**config.mk**
```make
export PLATFORM = sky130hd
export DESIGN_NAME = operand_fetch
export DESIGN_NICKNAME = d
export VERILOG_FILES = /design/src/rtl/operand_fetch.sv
export SDC_FILE = /design/constraint.sdc
export NUM_CORES = 1
export LEC_CHECK = 0
export CELL_PAD_IN_SITES_DETAIL_PLACEMENT = 2
export CELL_PAD_IN_SITES_GLOBAL_PLACEMENT = 2
export CORE_MARGIN = 10
export CORE_UTILIZATION = 27
export DETAILED_ROUTE_END_ITERATION = 8
export PLACE_DENSITY = 0.81
export REMOVE_ABC_BUFFERS = 1
export SLEW_MARGIN = 20
export SYNTH_ARGS = -nofsm -noshare
export SYNTH_HDL_FRONTEND = slang
export SYNTH_SLANG_ARGS = --single-unit
```
**constraint.sdc**
```tcl
create_clock -name clk -period 2.3 [get_ports clk]
set_input_delay 0.345 -clock clk [delete_from_list [all_inputs] [get_ports clk]]
set_output_delay 0.345 -clock clk [all_outputs]
set_load 0.01 [all_outputs]
```
**src/rtl/operand_fetch.sv**
```systemverilog
// ============================================================================
// Module   : operand_fetch
// Purpose  : Decode-to-execute operand read stage with a 32-entry scoreboard
//            and write-back bypass, valid/ready on both sides.
// Revision : 1.0 - initial release
// ============================================================================
`default_nettype none

module operand_fetch (
    input  logic        clk,
    input  logic        rst,
    input  logic        flush,
    input  logic        in_valid,
    output logic        in_ready,
    input  logic [4:0]  in_rs1,
    input  logic [4:0]  in_rs2,
    input  logic [4:0]  in_rd,
    input  logic        in_rd_we,
    output logic [4:0]  rf_ra1,
    output logic [4:0]  rf_ra2,
    input  logic [31:0] rf_rd1,
    input  logic [31:0] rf_rd2,
    input  logic        wb_valid,
    input  logic [4:0]  wb_rd,
    input  logic [31:0] wb_data,
    output logic        out_valid,
    input  logic        out_ready,
    output logic [31:0] out_rs1_val,
    output logic [31:0] out_rs2_val,
    output logic [4:0]  out_rd,
    output logic        out_rd_we
);

    localparam logic [1:0] c_empty = 2'd0;
    localparam logic [1:0] c_wait  = 2'd1;
    localparam logic [1:0] c_ready = 2'd2;

    logic [1:0]  r_state;
    logic [4:0]  r_rs1;
    logic [4:0]  r_rs2;
    logic [4:0]  r_rd;
    logic        r_rd_we;
    logic [31:0] r_op1;
    logic [31:0] r_op2;
    logic [31:0] r_pending;

    logic        w_accept;
    logic        w_handshake;
    logic        w_wb_hit1;
    logic        w_wb_hit2;
    logic        w_wb_hit_rd;
    logic        w_rs1_res;
    logic        w_rs2_res;
    logic        w_rd_clear;
    logic        w_go_ready;
    logic [31:0] w_op1;
    logic [31:0] w_op2;
    logic [31:0] w_set_mask;
    logic [31:0] w_clr_mask;
    logic [31:0] w_pending_nxt;

    assign in_ready    = !flush && ((r_state == c_empty) ||
                                    ((r_state == c_ready) && out_ready));
    assign w_accept    = in_valid && in_ready;
    assign w_handshake = (r_state == c_ready) && out_ready && !flush;

    assign rf_ra1 = (r_state == c_empty) ? 5'd0 : r_rs1;
    assign rf_ra2 = (r_state == c_empty) ? 5'd0 : r_rs2;

    // The register file may not yet reflect a write-back in its commit cycle,
    // so a write-back match always overrides the read data.
    assign w_wb_hit1   = wb_valid && (wb_rd == r_rs1);
    assign w_wb_hit2   = wb_valid && (wb_rd == r_rs2);
    assign w_wb_hit_rd = wb_valid && (wb_rd == r_rd);

    assign w_rs1_res  = (r_rs1 == 5'd0) || !r_pending[r_rs1] || w_wb_hit1;
    assign w_rs2_res  = (r_rs2 == 5'd0) || !r_pending[r_rs2] || w_wb_hit2;
    assign w_rd_clear = !r_rd_we || (r_rd == 5'd0) || !r_pending[r_rd] || w_wb_hit_rd;
    assign w_go_ready = w_rs1_res && w_rs2_res && w_rd_clear;

    assign w_op1 = (r_rs1 == 5'd0) ? 32'd0 : (w_wb_hit1 ? wb_data : rf_rd1);
    assign w_op2 = (r_rs2 == 5'd0) ? 32'd0 : (w_wb_hit2 ? wb_data : rf_rd2);

    assign out_valid   = (r_state == c_ready);
    assign out_rs1_val = r_op1;
    assign out_rs2_val = r_op2;
    assign out_rd      = r_rd;
    assign out_rd_we   = r_rd_we && (r_rd != 5'd0);

    // Set is applied after clear: the issuing instruction is younger than
    // the one writing back.
    assign w_clr_mask    = wb_valid ? (32'd1 << wb_rd) : 32'd0;
    assign w_set_mask    = (w_handshake && out_rd_we) ? (32'd1 << r_rd) : 32'd0;
    assign w_pending_nxt = ((r_pending & ~w_clr_mask) | w_set_mask) & ~32'd1;

    always_ff @(posedge clk) begin
        if (rst) begin
            r_pending <= 32'd0;
        end else begin
            r_pending <= w_pending_nxt;
        end
    end

    always_ff @(posedge clk) begin
        if (rst || flush) begin
            r_state <= c_empty;
            r_rs1   <= 5'd0;
            r_rs2   <= 5'd0;
            r_rd    <= 5'd0;
            r_rd_we <= 1'b0;
            r_op1   <= 32'd0;
            r_op2   <= 32'd0;
        end else begin
            case (r_state)
                c_wait: begin
                    if (w_go_ready) begin
                        r_op1   <= w_op1;
                        r_op2   <= w_op2;
                        r_state <= c_ready;
                    end
                end
                c_empty, c_ready: begin
                    if (w_accept) begin
                        r_rs1   <= in_rs1;
                        r_rs2   <= in_rs2;
                        r_rd    <= in_rd;
                        r_rd_we <= in_rd_we;
                        r_state <= c_wait;
                    end else if (w_handshake) begin
                        r_state <= c_empty;
                    end
                end
                default: r_state <= c_empty;
            endcase
        end
    end

endmodule

`default_nettype wire

```
==> results.yml, run 1 <==
status:
  status: "finished, violations left"
  violations: "setup timing"
timing:
  slew_headroom_pct: 51.0
  setup_viol_count_final: 69
  whs_ns: 0.464
  skew_ns: 0.0119
  hold_viol_final: 0
  worstMarginPinSlew_ns: 0.734
  final_max_slew_viol_count: 0
  timing.final.crit_period_ns: 2.48
  fmax_mhz: 404
  setup_tns_ns: -7.25
  rsz0062_at_grt: "yes"
  setup_ws_ns: -0.176
  period_share_pct: 108
global_route:
  antenna_found_initial: 2
  grt_use_total_pct: 20.7
  grt_pass1_wl_mm: 48.3
  grt_overflow: 0
  grt_pass1_vias: 7501
  grt_max_degree: 56
detailed_routing:
  drtAntennaViolNets: 0
  vias_per_cell: 5.15
  remaining_drc_errors: 0
  drt-wirelength-per-cell_um: 26.4
  detailroute.via_count: 6623
  drt_iter0_drc: 395
  drtPass1Iterations: 5
  wl_mm: 33.9
clock_tree:
  tritoncts.num_buffers: 17
  h-tree-depth: 4
  cts-root-buf: "clkbuf_16"
  cts_sinks: 113
  clockBufferDepth: 2
  clk_pin_slew_worst_paths_ns: 0.07
  cts_tree: "yes"
  ctsHoldBuffers: 0
  clk-insertion-delay-late_ns: 0.43
worst_hold_path:
  holdPathEnd: "out_rs1_val[3]"
  hp-class: "flip-flop to flip-flop"
  hp-start: "out_rs1_val[3]"
  hold_depth: 2
synthesis:
  synth_seq_area_share_pct: 35.3
  synth-async-reset-ratio_pct: 0
  synth_edf_count: 0
  synth_area_um2: 6410
  yosys_warnings: 0
  ys_ff_latch: 113
  yosysUniqueCellTypes: 43
  syn_inst: 718
  ys.flop_type: "dfxtp_1"
  syn_avg_cell_area_um2: 8.92
worst_setup_path:
  ff2ff_setup_slack_ns: -0.18
  crit-reg2reg-launch: "r_rs1[0]"
  r2r_cells: 9
  critPathCaptureType: "flip-flop"
  required_ns: 2.63
  criticalPathCategory: "flip-flop to flip-flop"
  start_kind: "flip-flop"
  crit_arrival_ns: 2.81
  path_max_fanout: 8
  worstReg2RegEnd: "out_rs2_val[21]"
floorplan:
  start_util_pct: 27.4
  rows: 56
  ioPinCount: 205
  die_area_um2: 30300
  die_h_um: 174
  die_w_um: 174
  core_um2: 23400
pwr:
  intPower_uw: 4280
  power_density_nw_per_um2: 558
  switchingPower_uw: 1400
  power_uw: 5680
  power_frac_comb_pct: 11.9
  power_frac_clock_pct: 53.2
  peakVddDrop_mv: 0.413
  p_sw_share_pct: 24.6
  p_seq_share_pct: 34.9
  p_leak_uw: 0.00384
layout:
  fill_cells: 2508
  drive_gt1_share_pct: 23.6
  area_growth_pct: 58.7
  nNetsFinal: 1077
  design_area_um2: 10200
place:
  post-place-ws_ns: -0.421
  port_buffers: 204
  placed_area_um2: 9130
  dp_hpwl_mm: 22.4
  gp_congestion: 0.895
flow_run:
  maxCapViolCount: 0
cell usage after synthesis, drive strengths merged, types with 4 or more instances:
cell / count / area, µm²
a21oi: 33 / 165
a31oi: 4 / 25.0
buf: 27 / 190
clkbuf: 32 / 120
dfxtp: 113 / 2260
inv: 9 / 33.8
mux2: 68 / 766
mux2i: 92 / 921
mux4: 17 / 383
nand2: 166 / 623
nand2b: 6 / 37.5
nand3b: 6 / 45.0
nor2: 39 / 146
nor2b: 12 / 75.1
nor4: 4 / 25.0
o21ai: 34 / 170
or2: 7 / 43.8
xor2: 12 / 105
metal layers:
layer / vias to the layer above / part of all wire [%] / global-route usage, %
met4: 0 / 3.5 / 6.73
met3: 73 / 4.7 / 4.38
li1: 2961 / - / -
met1: 3345 / 39 / 22.9
met2: 244 / 52 / 38.5
met5: - / 0 / 0
final cells by class:
| type | count | area [µm²] | share of cell area [%] |
|---|---|---|---|
| inverter | 9 | 33.8 | 0.332 |
| multi-input combinational | 537 | 3940 | 38.8 |
| timing repair buffer | 276 | 2860 | 28.1 |
| sequential | 113 | 2280 | 22.4 |
| clock inverter | 14 | 228 | 2.24 |
| clock buffer | 17 | 425 | 4.18 |
| tap | 319 | 399 | 3.92 |
| antenna | 2 | 5.00 | 0.0492 |
power groups by stage:
stage          clock network [µW]  registers [µW]  logic [µW]
2_1_floorplan                   0            2030         216
3_3_place_gp                    0            2020         604
3_5_place_dp                    0            2020         616
4_1_cts                      3040            1980         652
5_1_grt                      3160            1980         713
6_report                     3020            1980         676
cell usage in the layout, fill, tap and decap left out, drive strengths merged, types with 17 or more instances in the layout:
cell type      Yosys  layout
mux4              17      17
clkdlybuf4s50      0     203
nor2              39      39
buf               27      70
o21ai             34      34
clkbuf            32      19
mux2i             92      92
a21oi             33      33
nand2            166     166
dfxtp            113     113
mux2              68      68
state kept, by name (all words and copies together) (netlist names):
signal / flops
out_rs1_val: 32
out_rs2_val: 32
r_pending: 31
out_rd: 5
r_rs1: 5
r_rs2: 5
r_state: 2
r_rd_we: 1
worst max-delay path: stages, from the launching register on:
cell	delay, ns
dfxtp_4	0.37
buf_12	0.12
mux4_2	0.53
mux2i_4	0.20
o221ai_2	0.13
nand4_1	0.20
nand4_1	0.19
buf_6	0.22
buf_16	0.17
mux2i_2	0.22
what timing repair did:
item / 4_1_cts / 5_1_grt
cloned: 5 / 2
buffers inserted: 6 / 1
resized for setup: 27 / 17
pin swaps: 3 / 6
setup endpoints to repair: 78 / 75
cell families (layout without fill, tap and decap cells):
kind of cell	Yosys count	after routing	synth area share [%]
buf+inv	68	316	5.37
compound gates	87	87	7.71
flops	113	113	35.3
simple gates	258	258	17.3
xor+xnor	15	15	2.05
other cells	0	2	0
mux	177	177	32.3
through the flow:
| step | cells | utilization (%) |
|---|---|---|
| finish | 1287 | 43.5 |
| global route | 1287 | 43.5 |
| CTS | 1282 | 42.9 |
| detailed placement | 1240 | 39.0 |
| global placement | 1240 | 39.0 |
| floorplan | 659 | - |
how the worst max path moves through the flow:
stage                     startpoint               to  slack [ns]
after floorplan            out_rd[0]   out_rs1_val[0]       -2.82
after global placement      wb_rd[3]   out_rs2_val[4]       -0.32
after detailed placement    wb_rd[3]  out_rs2_val[16]       -0.42
after CTS                   r_rs1[0]  out_rs2_val[15]       -0.09
after global routing        r_rs2[0]  out_rs2_val[21]       -0.26
final                       r_rs1[0]  out_rs2_val[21]       -0.18
Note: power is estimated with default switching activity, not from simulation.
==> run 2: changes to the inputs <==
--- a/config.mk
+++ b/config.mk
@@ -9,10 +9,12 @@
 export CELL_PAD_IN_SITES_GLOBAL_PLACEMENT = 2
 export CORE_MARGIN = 10
 export CORE_UTILIZATION = 27
+export CTS_CLUSTER_DIAMETER = 80
 export DETAILED_ROUTE_END_ITERATION = 8
 export PLACE_DENSITY = 0.81
 export REMOVE_ABC_BUFFERS = 1
-export SLEW_MARGIN = 20
+export SETUP_SLACK_MARGIN = 0.1
+export SLEW_MARGIN = 0
 export SYNTH_ARGS = -nofsm -noshare
 export SYNTH_HDL_FRONTEND = slang
 export SYNTH_SLANG_ARGS = --single-unit
==> run 2 against run 1 <==
  * The run still ends with setup timing left
  * First-iteration DRC count shrank 10%
  * Die area is the same
  * Worst setup slack lost 0.081 ns
  * Final cell count grew 0.23%
  * Clock power is essentially flat
  * Global-route usage grew 0.49 points
  * Sequential share of layout area shrank 0.13 points
  * Critical path depth is the same
  * Wire length grew 0.24%
  * Critical endpoint is now out_rs2_val[2]
  * Highest routed layer unchanged
==> results.yml, run 2 (synthesis gave the netlist of run 1 again) <==
detailed_routing:
  vias_per_cell: 5.13
  remaining_drc_errors: 0
  drtAntennaViolNets: 0
  drt_iter0_drc: 354
  wl_mm: 34.0
  drt-wirelength-per-cell_um: 26.4
  drtPass1Iterations: 5
  wl_met1_mm: 13.5
  wl_met2_mm: 17.7
  top_layer_used: "met4"
  detailroute.via_count: 6612
  wl_met3_mm: 1.52
floorplan:
  core_um2: 23400
  die_area_um2: 30300
  start_util_pct: 27.4
  rows: 56
  die_h_um: 174
  die_w_um: 174
  ioPinCount: 205
clock_tree:
  clk-insertion-delay-late_ns: 0.43
  h-tree-depth: 4
  clk_pin_slew_worst_paths_ns: 0.06
  cts-root-buf: "clkbuf_16"
  ctsHoldBuffers: 0
  tritoncts.num_buffers: 17
  cts_tree: "yes"
  cts_sinks: 113
  clockBufferDepth: 2
layout:
  area_growth_pct: 59.9
  final_cell_mix: "clkdlybuf4s50_1 (201), nand2_1 (166), dfxtp_1 (105)"
  final_common_cell: "clkdlybuf4s50_1"
  fill_cells: 2492
  design_area_um2: 10200
  drive_gt1_share_pct: 24.9
  multi_input_area_um2: 3990
  final_util_pct: 43.8
  nNetsFinal: 1079
  regArea_um2: 2280
pwr:
  peakVddDrop_mv: 0.415
  power_density_nw_per_um2: 555
  p_leak_uw: 0.00384
flow_run:
  maxCapViolCount: 0
timing:
  hold_viol_final: 0
  setup_viol_count_final: 65
  timing.final.crit_period_ns: 2.56
  setup_ws_ns: -0.257
  period_share_pct: 111
  whs_ns: 0.463
  worstMarginPinSlew_ns: 0.707
  fmax_mhz: 391
  slew_headroom_pct: 52.7
  rsz0062_at_grt: "yes"
  skew_ns: 0.0135
  final_max_slew_viol_count: 0
place:
  placed_area_um2: 9130
  gp_congestion: 0.895
  port_buffers: 204
  dp_hpwl_mm: 22.4
global_route:
  grt_overflow: 0
  grt_use_total_pct: 21.2
  grt_pass1_vias: 7558
  grt_max_degree: 56
  antenna_found_initial: 3
  grt_pass1_wl_mm: 49.1
worst_setup_path:
  r2r_cells: 9
  start_kind: "flip-flop"
  critPathCaptureType: "flip-flop"
  required_ns: 2.63
  criticalPathCategory: "flip-flop to flip-flop"
  path_max_fanout: 5
  crit_arrival_ns: 2.89
status:
  violations: "setup timing"
  status: "finished, violations left"
worst_hold_path:
  hold_depth: 2
  hp-class: "flip-flop to flip-flop"
-- run 2: changes by cell type in the layout (fill, tap and decap cells not counted), moves of 2 or more --
cell / delta
clkdlybuf4s50_1: -2
dlygate4sd2_1: +2
nor2_1: -5
nor2_2: +4
-- run 2: critical path, cell delays in order (launching register included) --
cell and delay, ns:
dfxtp_2 0.39, buf_4 0.16, mux2_2 0.33, a221oi_1 0.30, o221ai_1 0.20, nand4_1 0.22
nand4_1 0.22, buf_6 0.24, buf_16 0.16, mux2i_2 0.21
-- run 2: stage by stage --
step,power [µW],cells,TNS [ns],setup slack [ns]
after floorplan,2250,659,-183.34,-2.82
after global placement,2630,1240,-18.14,-0.316
after detailed placement,2640,1240,-23.22,-0.421
after CTS,5680,1283,-3.37,-0.0856
after global routing,5850,1290,-17.48,-0.310
final,5680,1290,-13.56,-0.257
-- run 2: layout make-up --
type                    count  share of cell area, %
multi-input cells         537                   39.0
repair buffers            278                   28.1
flip-flops and latches    113                   22.3
clock buffers              17                   4.15
well taps                 319                   3.90
clock inverters            14                   2.22
inverters                   9                  0.330
diodes                      3                 0.0733
-- run 2: what timing repair did --
item,CTS,global route
gates cloned,6,1
pin swaps,4,7
endpoints found under the hold margin,0,0
buffers inserted,6,3
setup endpoints to repair,88,96
resized for setup,34,29
-- run 2: routing by layer --
metal  GRT usage (%)  up-vias
met1            23.2     3363
met3            4.79       69
li1                -     2964
met5               0        -
met4            9.05        0
met2            38.5      216
-- run 2: power by group --
| group | total [µW] | internal, µW | switching, µW |
|---|---|---|---|
| registers | 1980 | 1960 | 16.3 |
| clock network | 3020 | 1940 | 1090 |
| logic | 680 | 382 | 298 |
| total | 5680 | 4280 | 1400 |
-- run 2: final timing paths --
check	start	to	slack, ns
hold reg to reg	out_rs1_val[6]	out_rs1_val[6]	0.46
setup / recovery	r_rs2[1]	out_rs2_val[2]	-0.26
setup reg to reg	r_rs2[1]	out_rs2_val[2]	-0.26
hold / removal	out_rs1_val[6]	out_rs1_val[6]	0.46
==> edit: new RTL, settings of run 2 <==
Make the reset (`rst`) asynchronous in one clocked block.
--- a/src/rtl/operand_fetch.sv
+++ b/src/rtl/operand_fetch.sv
@@ -95,3 +95,3 @@
 
-    always_ff @(posedge clk) begin
+    always_ff @(posedge clk or posedge rst) begin
         if (rst) begin
Formal check against the unedited RTL: same outputs for any inputs over 4 cycles, from zero or initial values and one cycle with rst high; that may be too few to reach the edited logic, so the function may still have changed.
==> edit against run 2 <==
  * The run still ends with setup timing left
  * Clock skew up 0.0084 ns
  * Worst setup slack worse by 0.039 ns
  * Total power down 5.9%
  * First-iteration DRC count up 9.3%
  * Die area down 0.12%
  * Routed wire length down 3.4%
  * Fmax down 1.5%
  * Critical path depth unchanged
  * Sequential cell count unchanged
  * Utilization down 0.33 points
  * Design area down 0.74%
  * Global-route usage down 0.15 points
  * Sequential share of layout area up 1.6 points
  * Synthesized area down 0.14%
==> edit: results (changes against run 2) <==
- Clock root cell: clkbuf_16 (unchanged)
- CP max FO: 12 (was 5)
- CTS Buffer Depth: 2 (unchanged)
- Worst r2r dst: out_rs1_val[25]$_SDFFE_PP0P_ (was out_rs2_val[2]$_SDFFE_PP0P_)
- Final hold slack: 0.4610 ns (was 0.4625 ns)
- Status: finished, violations left (unchanged)
- Worst Hold Depth: 2 (unchanged)
- First-pass GRT wire length: 48,390 um (was 49,130 um)
- Via-per-instance ratio: 5.075 (was 5.126)
- Number of global-route vias before repair: 7,506 (was 7,558)
- Top post-synthesis cells by area: dfxtp_1, mux2i_1, dfrtp_1, mux2_2, nand2_1 (was dfxtp_1, mux2i_1, mux2_2, nand2_1, mux4_2)
- Share of cells above drive strength 1: 0.2471 (was 0.2490)
- Placer Congestion: 0.8720 (was 0.8948)
- Fill count: 2,511 (was 2,492)
- Hold_sp: out_rs1_val[26]$_SDFFE_PP0P_ (was out_rs1_val[6]$_SDFFE_PP0P_)
- Distinct cells, synth: 42 (was 43)
- Worst slack, placed: -0.4228 ns (was -0.4213 ns)
- Drt total wl: 32,870 um (was 34,010 um)
- Skew-Pair Late Insertion Delay: about 0.44 ns
- VDD IR max: 0.0004478 V (was 0.0004154 V)
- Hold WC Path Type: reg -> reg (unchanged)
- H-tree Lvls: 4 (unchanged)
- Post-DP HPWL: 22,930 um (was 22,360 um)
- PortBufs: 204 (unchanged)
- Iteration-0 DRC count of the detailed router: 387 (was 354)
- Violated checks: setup timing (unchanged)
- GRT Overall Usage: 0.2109 (was 0.2124)
- Worst Hold End: out_rs1_val[26]$_SDFFE_PP0P_ (was out_rs1_val[6]$_SDFFE_PP0P_)
- Area after DPL: 9321 um^2 (was 9126 um^2)
- Clock Skew: 0.02186 ns (was 0.01349 ns)
- Seq/Total Area, Yosys: 0.3778 (was 0.3531)
- Drt first pass iters: 4 (was 5)
- Leak pwr: 4.049 nW (was 3.840 nW)
- Final Setup Violations: 66 (was 65)
- Clock slew at reported path FFs: 0.06 ns (about the same)
- Initial antenna violation count: 0 (was 3)
- Largest net degree at the start of global routing: 35 (was 56)
- Reg-to-reg startpoint: out_rd[0]$_SDFFE_PP0P_ (was r_rs2[1]$_SDFFE_PP0P_)
- Synth cell count leaders: nand2_1, dfxtp_1, mux2i_1, mux2_2, o21ai_0 (was nand2_1, dfxtp_1, mux2i_1, mux2_2, nor2_1)
- Syn. warnings: 0 (unchanged)
- Final #Nets: 1,069 (was 1,079)
- WP data arrival: 2.91 ns (was 2.89 ns)
- Post-layout worst setup margin: -0.2954 ns (was -0.2566 ns)
- Asr flop ratio synth: 0.2743 (was 0)
- Clock buffers created by TritonCTS: 17 (unchanged)
- Diodes inserted: 0 (was 3)
- Sum of negative setup slack: -15.67 ns (was -13.56 ns)
- Slew HR: 0.6258 (was 0.5267)
- R2R depth: 9 (unchanged)
-- edit: cells by family (layout without fill, tap and decap cells) --
| family | after synthesis | in the layout | synth area share |
|---|---|---|---|
| simple gates | 240 | 240 | 0.1605 |
| mux | 165 | 165 | 0.3082 |
| flops | 113 | 113 | 0.3778 |
| compound gates | 98 | 98 | 0.08721 |
| buf+inv | 59 | 328 | 0.04576 |
| xor+xnor | 15 | 15 | 0.02053 |
-- edit: what timing repair did --
action	4_1_cts	5_1_grt
pin swaps	3	3
gates resized for setup	26	20
endpoints found under the setup margin	78	80
gates cloned	4	0
buffers inserted	6	3
-- edit: per-stage QoR --
step,std cells,util
floorplan,636,-
global placement,1237,0.3983
detailed placement,1237,0.3983
CTS,1278,0.4324
global route,1278,0.4345
finish,1278,0.4345
-- edit: where the power goes --
part | switching (mW) | internal, mW
clock network | 1.12 | 1.62
logic | 0.268 | 0.350
registers | 0.0140 | 1.97
total | 1.40 | 3.95
-- edit: worst max-delay path by stage --
stage,cells past startpoint,endpoint,startpoint
final,9,out_rs1_val[25]$_SDFFE_PP0P_,out_rd[0]$_SDFFE_PP0P_
after detailed placement,8,out_rs1_val[0]$_SDFFE_PP0P_,wb_rd[3]
after global routing,9,out_rs1_val[25]$_SDFFE_PP0P_,out_rd[0]$_SDFFE_PP0P_
after global placement,8,out_rs2_val[23]$_SDFFE_PP0P_,wb_rd[2]
after CTS,9,out_rs2_val[10]$_SDFFE_PP0P_,out_rd[0]$_SDFFE_PP0P_
after floorplan,6,out_rs1_val[0]$_SDFFE_PP0P_,r_rs2[1]$_SDFFE_PP0P_
-- edit: area by class of cell --
type	count	share of cell area
repair buffers	291	0.2840
inverters	5	0.001846
clock buffers	17	0.04184
multi-input cells	518	0.3770
clock inverters	15	0.01710
flip-flops and latches	113	0.2390
well taps	319	0.03925
-- edit: per-layer routing --
metal,track usage,routed length [um],up-vias
li1,-,-,2913
met3,0.05374,1700,73
met4,0.09797,1326,0
met2,0.3922,17420,219
met1,0.2163,12420,3281
met5,0,0,-
-- edit: worst max-delay path, stage by stage, from the launching register on --
cell and delay, ns:
dfxtp_2 0.35, buf_12 0.13, mux4_2 0.55, mux2_4 0.31, a221oi_4 0.22, a2111o_1 0.21, o2111ai_4 0.19, buf_6 0.20
buf_16 0.16, mux2i_2 0.16
